[config.mk]
export PLATFORM = sky130hd
export DESIGN_NAME = sum_bit_serializer
export DESIGN_NICKNAME = d
export VERILOG_FILES = /design/src/rtl/sum_bit_serializer.sv
export SDC_FILE = /design/constraint.sdc
export NUM_CORES = 1
export LEC_CHECK = 0
export BUFFER_PORTS_ARGS = -buffer_cell sky130_fd_sc_hd__buf_2
export CAP_MARGIN = 20
export CORE_MARGIN = 4
export CORE_UTILIZATION = 55
export CTS_BUF_LIST = sky130_fd_sc_hd__clkbuf_8
export DETAILED_ROUTE_END_ITERATION = 7
export HOLD_SLACK_MARGIN = 0.08
export PLACE_DENSITY = 0.78
export SYNTH_ARGS = -nofsm -noshare
export SYNTH_HDL_FRONTEND = slang
export SYNTH_SLANG_ARGS = --single-unit
export TNS_END_PERCENT = 20
[constraint.sdc]
create_clock -name clk -period 3.2 [get_ports clk]
set_clock_uncertainty 0.05 [all_clocks]
set_input_delay 0.48 -clock clk [delete_from_list [all_inputs] [get_ports clk]]
set_output_delay 0.48 -clock clk [all_outputs]
set_load 0.05 [all_outputs]
[src/rtl/sum_bit_serializer.sv]
`default_nettype none
// ============================================================================
// Module      : sum_bit_serializer
// Description : Captures a DATA_W-bit sum plus carry and plays it out one bit
//               per BIT_PERIOD clocks on a single pin. The frame is a start
//               marker, the data bits LSB first with the carry last, an
//               optional even-parity bit, and a stop bit.
//               Optional macro: SERIAL_PARITY_EN (adds the PARITY bit).
// Revision    : 1.0 - initial release
// ============================================================================
module sum_bit_serializer #(
    parameter int DATA_W     = 32,
    parameter int BIT_PERIOD = 1251
) (
    input  logic              clk,
    input  logic              rst_n,
    input  logic              in_valid,
    output logic              in_ready,
    input  logic [DATA_W-1:0] in_data,
    input  logic              in_carry,
    output logic              led,
    output logic              busy,
    output logic              done
);

    localparam int CNT_W = (BIT_PERIOD > 1) ? $clog2(BIT_PERIOD) : 1;
    localparam int IDX_W = $clog2(DATA_W + 1);
    localparam logic [CNT_W-1:0] c_last_cnt = CNT_W'(BIT_PERIOD - 1);
    localparam logic [IDX_W-1:0] c_last_idx = IDX_W'(DATA_W);

    typedef enum logic [2:0] {
        S_IDLE   = 3'd0,
        S_START  = 3'd1,
        S_DATA   = 3'd2,
`ifdef SERIAL_PARITY_EN
        S_PARITY = 3'd3,
`endif
        S_STOP   = 3'd4
    } state_t;

    state_t            state_q, state_d;
    logic [CNT_W-1:0]  cnt_q, cnt_d;
    logic [IDX_W-1:0]  idx_q, idx_d;
    logic [DATA_W:0]   sh_q, sh_d;
    logic              led_q, led_d;
    logic              done_q, done_d;
    logic              w_period_end;
`ifdef SERIAL_PARITY_EN
    logic              par_q, par_d;
`endif

    assign w_period_end = (cnt_q == c_last_cnt);

    always_comb begin
        state_d = state_q;
        cnt_d   = cnt_q;
        idx_d   = idx_q;
        sh_d    = sh_q;
`ifdef SERIAL_PARITY_EN
        par_d   = par_q;
`endif
        if (state_q != S_IDLE) begin
            cnt_d = w_period_end ? '0 : cnt_q + CNT_W'(1);
        end

        case (state_q)
            S_IDLE: begin
                cnt_d = '0;
                if (in_valid) begin
                    state_d = S_START;
                    sh_d    = {in_carry, in_data};
`ifdef SERIAL_PARITY_EN
                    par_d   = ^{in_carry, in_data};
`endif
                end
            end
            S_START: begin
                if (w_period_end) begin
                    state_d = S_DATA;
                    idx_d   = '0;
                end
            end
            S_DATA: begin
                if (w_period_end) begin
                    sh_d = sh_q >> 1;
                    if (idx_q == c_last_idx) begin
`ifdef SERIAL_PARITY_EN
                        state_d = S_PARITY;
`else
                        state_d = S_STOP;
`endif
                    end else begin
                        idx_d = idx_q + IDX_W'(1);
                    end
                end
            end
`ifdef SERIAL_PARITY_EN
            S_PARITY: begin
                if (w_period_end) begin
                    state_d = S_STOP;
                end
            end
`endif
            S_STOP: begin
                if (w_period_end) begin
                    state_d = S_IDLE;
                end
            end
            default: begin
                state_d = S_IDLE;
            end
        endcase

        // Output decode uses the next state so led/done are registered yet
        // line up with the state they belong to.
        led_d = 1'b0;
        case (state_d)
            S_START:  led_d = 1'b1;
            S_DATA:   led_d = sh_d[0];
`ifdef SERIAL_PARITY_EN
            S_PARITY: led_d = par_d;
`endif
            default:  led_d = 1'b0;
        endcase
        done_d = (state_d == S_STOP) && (cnt_d == c_last_cnt);
    end

    always_ff @(posedge clk or negedge rst_n) begin
        if (!rst_n) begin
            state_q <= S_IDLE;
            cnt_q   <= '0;
            idx_q   <= '0;
            sh_q    <= '0;
            led_q   <= 1'b0;
            done_q  <= 1'b0;
`ifdef SERIAL_PARITY_EN
            par_q   <= 1'b0;
`endif
        end else begin
            state_q <= state_d;
            cnt_q   <= cnt_d;
            idx_q   <= idx_d;
            sh_q    <= sh_d;
            led_q   <= led_d;
            done_q  <= done_d;
`ifdef SERIAL_PARITY_EN
            par_q   <= par_d;
`endif
        end
    end

    assign led      = led_q;
    assign done     = done_q;
    assign busy     = (state_q != S_IDLE);
    assign in_ready = (state_q == S_IDLE);

endmodule
`default_nettype wire

==> summary.md <==
| Metric | Value |
|---|---|
| Outcome | `completed` |
| Setup TNS | `0 ps` |
| Routability congestion estimate | `between 0.8 and 0.9` |
| Asr flop ratio synth | `between 90% and 100%` |
| Register area | `approximately 0.0014 mm^2` |
| CP Cell Sequence | `or3_1, inv_1, buf_2` |
| Worst r2r path cells | `6` |
| Worst setup startpoint | `state_q[0]$_DFF_PN0_` |
| Internal Power | `~0.0009 W` |
| Critical Path Fanout Max | `7` |
| Clock power share | `between 30% and 40%` |
| HP Class | `in2reg` |
| Slack of the critical path | `about 1100 ps` |
| # diodes | `0` |
| Reg2reg end | `led$_DFF_PN0_` |
| Chip width | `between 70 and 80 um` |
| Seq pwr share | `between 60% and 70%` |
| Initial antenna violation count | `0` |
| Fillers | `374` |
| P per Cell Area | `396 mW/mm^2` |
| Detailed Routing Iterations Pass 1 | `4` |
| Clock Tree Buf Depth | `2` |
| Initial drt markers | `63` |
| Max transition margin | `between 30% and 40%` |
| F_max | `between 0.4 and 0.5 GHz` |
| Hold Path End | `sh_q[32]$_DFFE_PN0P_` |
| Slowest cell on the critical path | `dfrtp_1` |
| Worst VDD drop | `between 200 and 250 uV` |
| Leakage power figure | `1.46 nW` |
| Final Max Slew Viols | `0` |
| Die height | `roughly 77 um` |
| Post-DP Area | `around 0.0028 mm^2` |
| Post-synthesis net count | `between 300 and 400` |
| Syn-to-layout area delta | `12.6%` |
| Post-route DRC | `0` |
| Yosys warnings | `0` |
| Avg Cell Area, Syn | `about 9.6 um^2` |
| Crit. End Element | `primary output` |
| Clock Tree Root | `clkbuf_8` |
| Final Cell Area | `~0.003 mm^2` |
| Die area | `0.00590 mm^2` |
| IO buf count | `39` |
| WHS Path Cells | `3` |
| Place WS | `around 1200 ps` |
| Detailed Place HPWL | `around 3700 um` |
| RSZ-0062 raised after global routing | `false` |
| Sequential area share after synthesis | `between 50% and 60%` |
| Routed WL | `about 5200 um` |
| First-pass GRT wire length | `9070 um` |
| Worst hold slack | `approximately 330 ps` |
| Multi-input combinational cell area | `0.00115 mm^2` |
| Clk slew on worst S/H paths | `~90 ps` |
| Worst path max stage delay | `between 400 and 500 ps` |
| Total number of vias | `slightly above 2000` |
| Fin util | `65.5%` |
| Syn Std Cell Area | `around 0.0026 mm^2` |
| Kind of critical path | `reg2out` |
| H-tree depth | `2` |
| Core Region | `0.00447 mm^2` |
| TritonCTS Buffers | `5` |
| Crit share post-route | `roughly two thirds` |
| Synth Instances | `around 270` |
| R2R setup slack | `approximately 1200 ps` |
| Hold Crit Start | `in_carry` |
| Net Sw Power | `about 0.00027 W` |
| Post-synth cell types | `38` |
| Largest net degree at the start of global routing | `44` |
| Post-CTS Setup Inserts | `0` |
| Clock Latency Late Sink | `about 310 ps` |
| Nets | `348` |
| Vias in the first global route | `roughly 2000` |
| Synth area leader | `dfrtp_1` |
| Antenna Nets Post-Route | `0` |
| Max cap viols | `0` |
| Reg2reg start | `state_q[0]$_DFF_PN0_` |
| Final setup fails | `0` |
| WL/cell | `roughly 14 um` |
| Initial Utilization | `between 50% and 60%` |
| Synth Register Bits | `55` |
| Fin crit period | `roughly 2100 ps` |
| WP data arrival | `about 1600 ps` |
| Switching Fraction | `22.9%` |
| CP startpoint kind | `flip-flop` |
| Site Rows | `24` |
| Via/cell ratio | `around 5.6` |
| Fraction of layout cells with a size suffix above 1 | `17.8%` |
| Slew @ Worst Pin | `982 ps` |
| CTS tree | `built` |
| Sink Count | `between 50 and 60` |
| Post-synth EDFFs | `0` |
| Gr usage total | `about a fifth` |
| Yosys top cell area share | `52.9%` |
| Combinational Power Share | `between 4 and 5%` |
| Final hold violation count | `0` |
| # IOs | `40` |
| Req. time, crit path | `2670 ps` |
| Total gr overflow | `0` |
| Most used DFF post-synth | `dfrtp_1` |
| Largest cells by area after synthesis | `dfrtp_1 (53%), nand2_1 (11%), a22oi_1 (8.9%)` |
[power by group through the flow]
stage / sequential [W] / clock [W] / combinational, W
finish: 0.000726 / 0.000379 / 0.0000561
detailed placement: 0.000740 / 0 / 0.0000568
CTS: 0.000726 / 0.000393 / 0.0000580
global route: 0.000729 / 0.000429 / 0.0000661
global placement: 0.000739 / 0 / 0.0000552
floorplan: 0.000738 / 0 / 0.0000172
[critical path, delay by kind of cell, from the launching register on]
kind	cells	cell delay [ps]
DFF	1	470
and+or+nand+nor	1	450
buffers and inverters	2	360
[cell usage in the layout, fill, tap and decap left out, types with 2 or more instances in the layout]
| cell | synthesis | final |
|---|---|---|
| and3_1 | 5 | 5 |
| nand2_1 | 75 | 75 |
| nand3b_1 | 2 | 2 |
| mux2i_1 | 2 | 2 |
| nor3b_1 | 2 | 2 |
| o211ai_1 | 4 | 4 |
| or3_1 | 3 | 3 |
| o21ai_1 | 3 | 3 |
| clkbuf_8 | 0 | 5 |
| nand4_1 | 2 | 2 |
| dfrtp_1 | 55 | 55 |
| nor2_1 | 18 | 17 |
| clkinv_2 | 0 | 2 |
| xnor2_1 | 5 | 5 |
| nor2b_1 | 2 | 2 |
| nand3_1 | 6 | 6 |
| inv_1 | 4 | 4 |
| xor2_1 | 7 | 7 |
| o21ai_0 | 3 | 3 |
| nor3_1 | 4 | 4 |
| ha_1 | 4 | 4 |
| a22oi_1 | 31 | 31 |
| a31oi_1 | 2 | 2 |
| a21oi_1 | 4 | 4 |
| buf_4 | 0 | 4 |
| buf_2 | 5 | 39 |
[cells in the mapped netlist, types with 2 or more instances]
cell and number:
a21oi_1 4, a22oi_1 31, a31oi_1 2, and3_1 5, buf_2 5, clkbuf_1 10, dfrtp_1 55, ha_1 4
inv_1 4, mux2i_1 2, nand2_1 75, nand3_1 6, nand3b_1 2, nand4_1 2, nor2_1 18, nor2b_1 2
nor3_1 4, nor3b_1 2, o211ai_1 4, o21ai_0 3, o21ai_1 3, or3_1 3, xnor2_1 5, xor2_1 7
[state kept, by name, summed over array words and instances, names as in the netlist]
name     cells
cnt_q       11
sh_q        33
done         1
state_q      3
idx_q        6
led          1
[cell type report]
cell class	count	share of cell area [%]
tap	52	2.22
timing repair buffer	44	8.02
clock buffer	5	2.35
clock inverter	3	0.640
multi-input combinational	198	39.3
inverter	4	0.512
sequential	55	46.9
[metrics by stage]
stage / power [W] / std cells
4_1_cts: 0.00118 / 361
2_1_floorplan: 0.000755 / 272
5_1_grt: 0.00122 / 361
3_3_place_gp: 0.000794 / 352
6_report: 0.00116 / 361
3_5_place_dp: 0.000797 / 352
[per-layer routing]
| layer | global-route usage [%] | up-vias | wire length (um) |
|---|---|---|---|
| met5 | 0 | - | 0 |
| met4 | 7.25 | 0 | 86 |
| met3 | 3.40 | 8 | 234 |
| met2 | 30.7 | 32 | 2550 |
| met1 | 24.6 | 972 | 2350 |
| li1 | - | 1015 | - |
[timing repair]
item / in CTS / in global routing
resized for setup: 0 / 0
endpoints found under the setup margin: 0 / 0
hold endpoints to repair: 12 / 0
hold buffers: 1 / 0
[how the worst max path moves through the flow]
stage / end / slack [ps] / cells after the start
6_report: in_ready / 1080 / 3
5_1_grt: in_ready / 1010 / 3
4_1_cts: in_ready / 1070 / 3
3_5_place_dp: led$_DFF_PN0_ / 1210 / 7
3_3_place_gp: led$_DFF_PN0_ / 1260 / 7
2_1_floorplan: in_ready / 1170 / 3
[kinds of logic (layout without fill, tap and decap cells)]
kind of cell,Yosys count,after routing,synth area share [%]
buffers and inverters,19,56,2.98
and+or+nand+nor,128,128,23.2
DFF,55,55,52.9
adders and majority gates,4,4,1.92
muxes,2,2,0.769
AOI/OAI and AO/OA,52,52,14.3
xor gates and xnor gates,12,12,4.04
(Power assumes the default switching activity.)
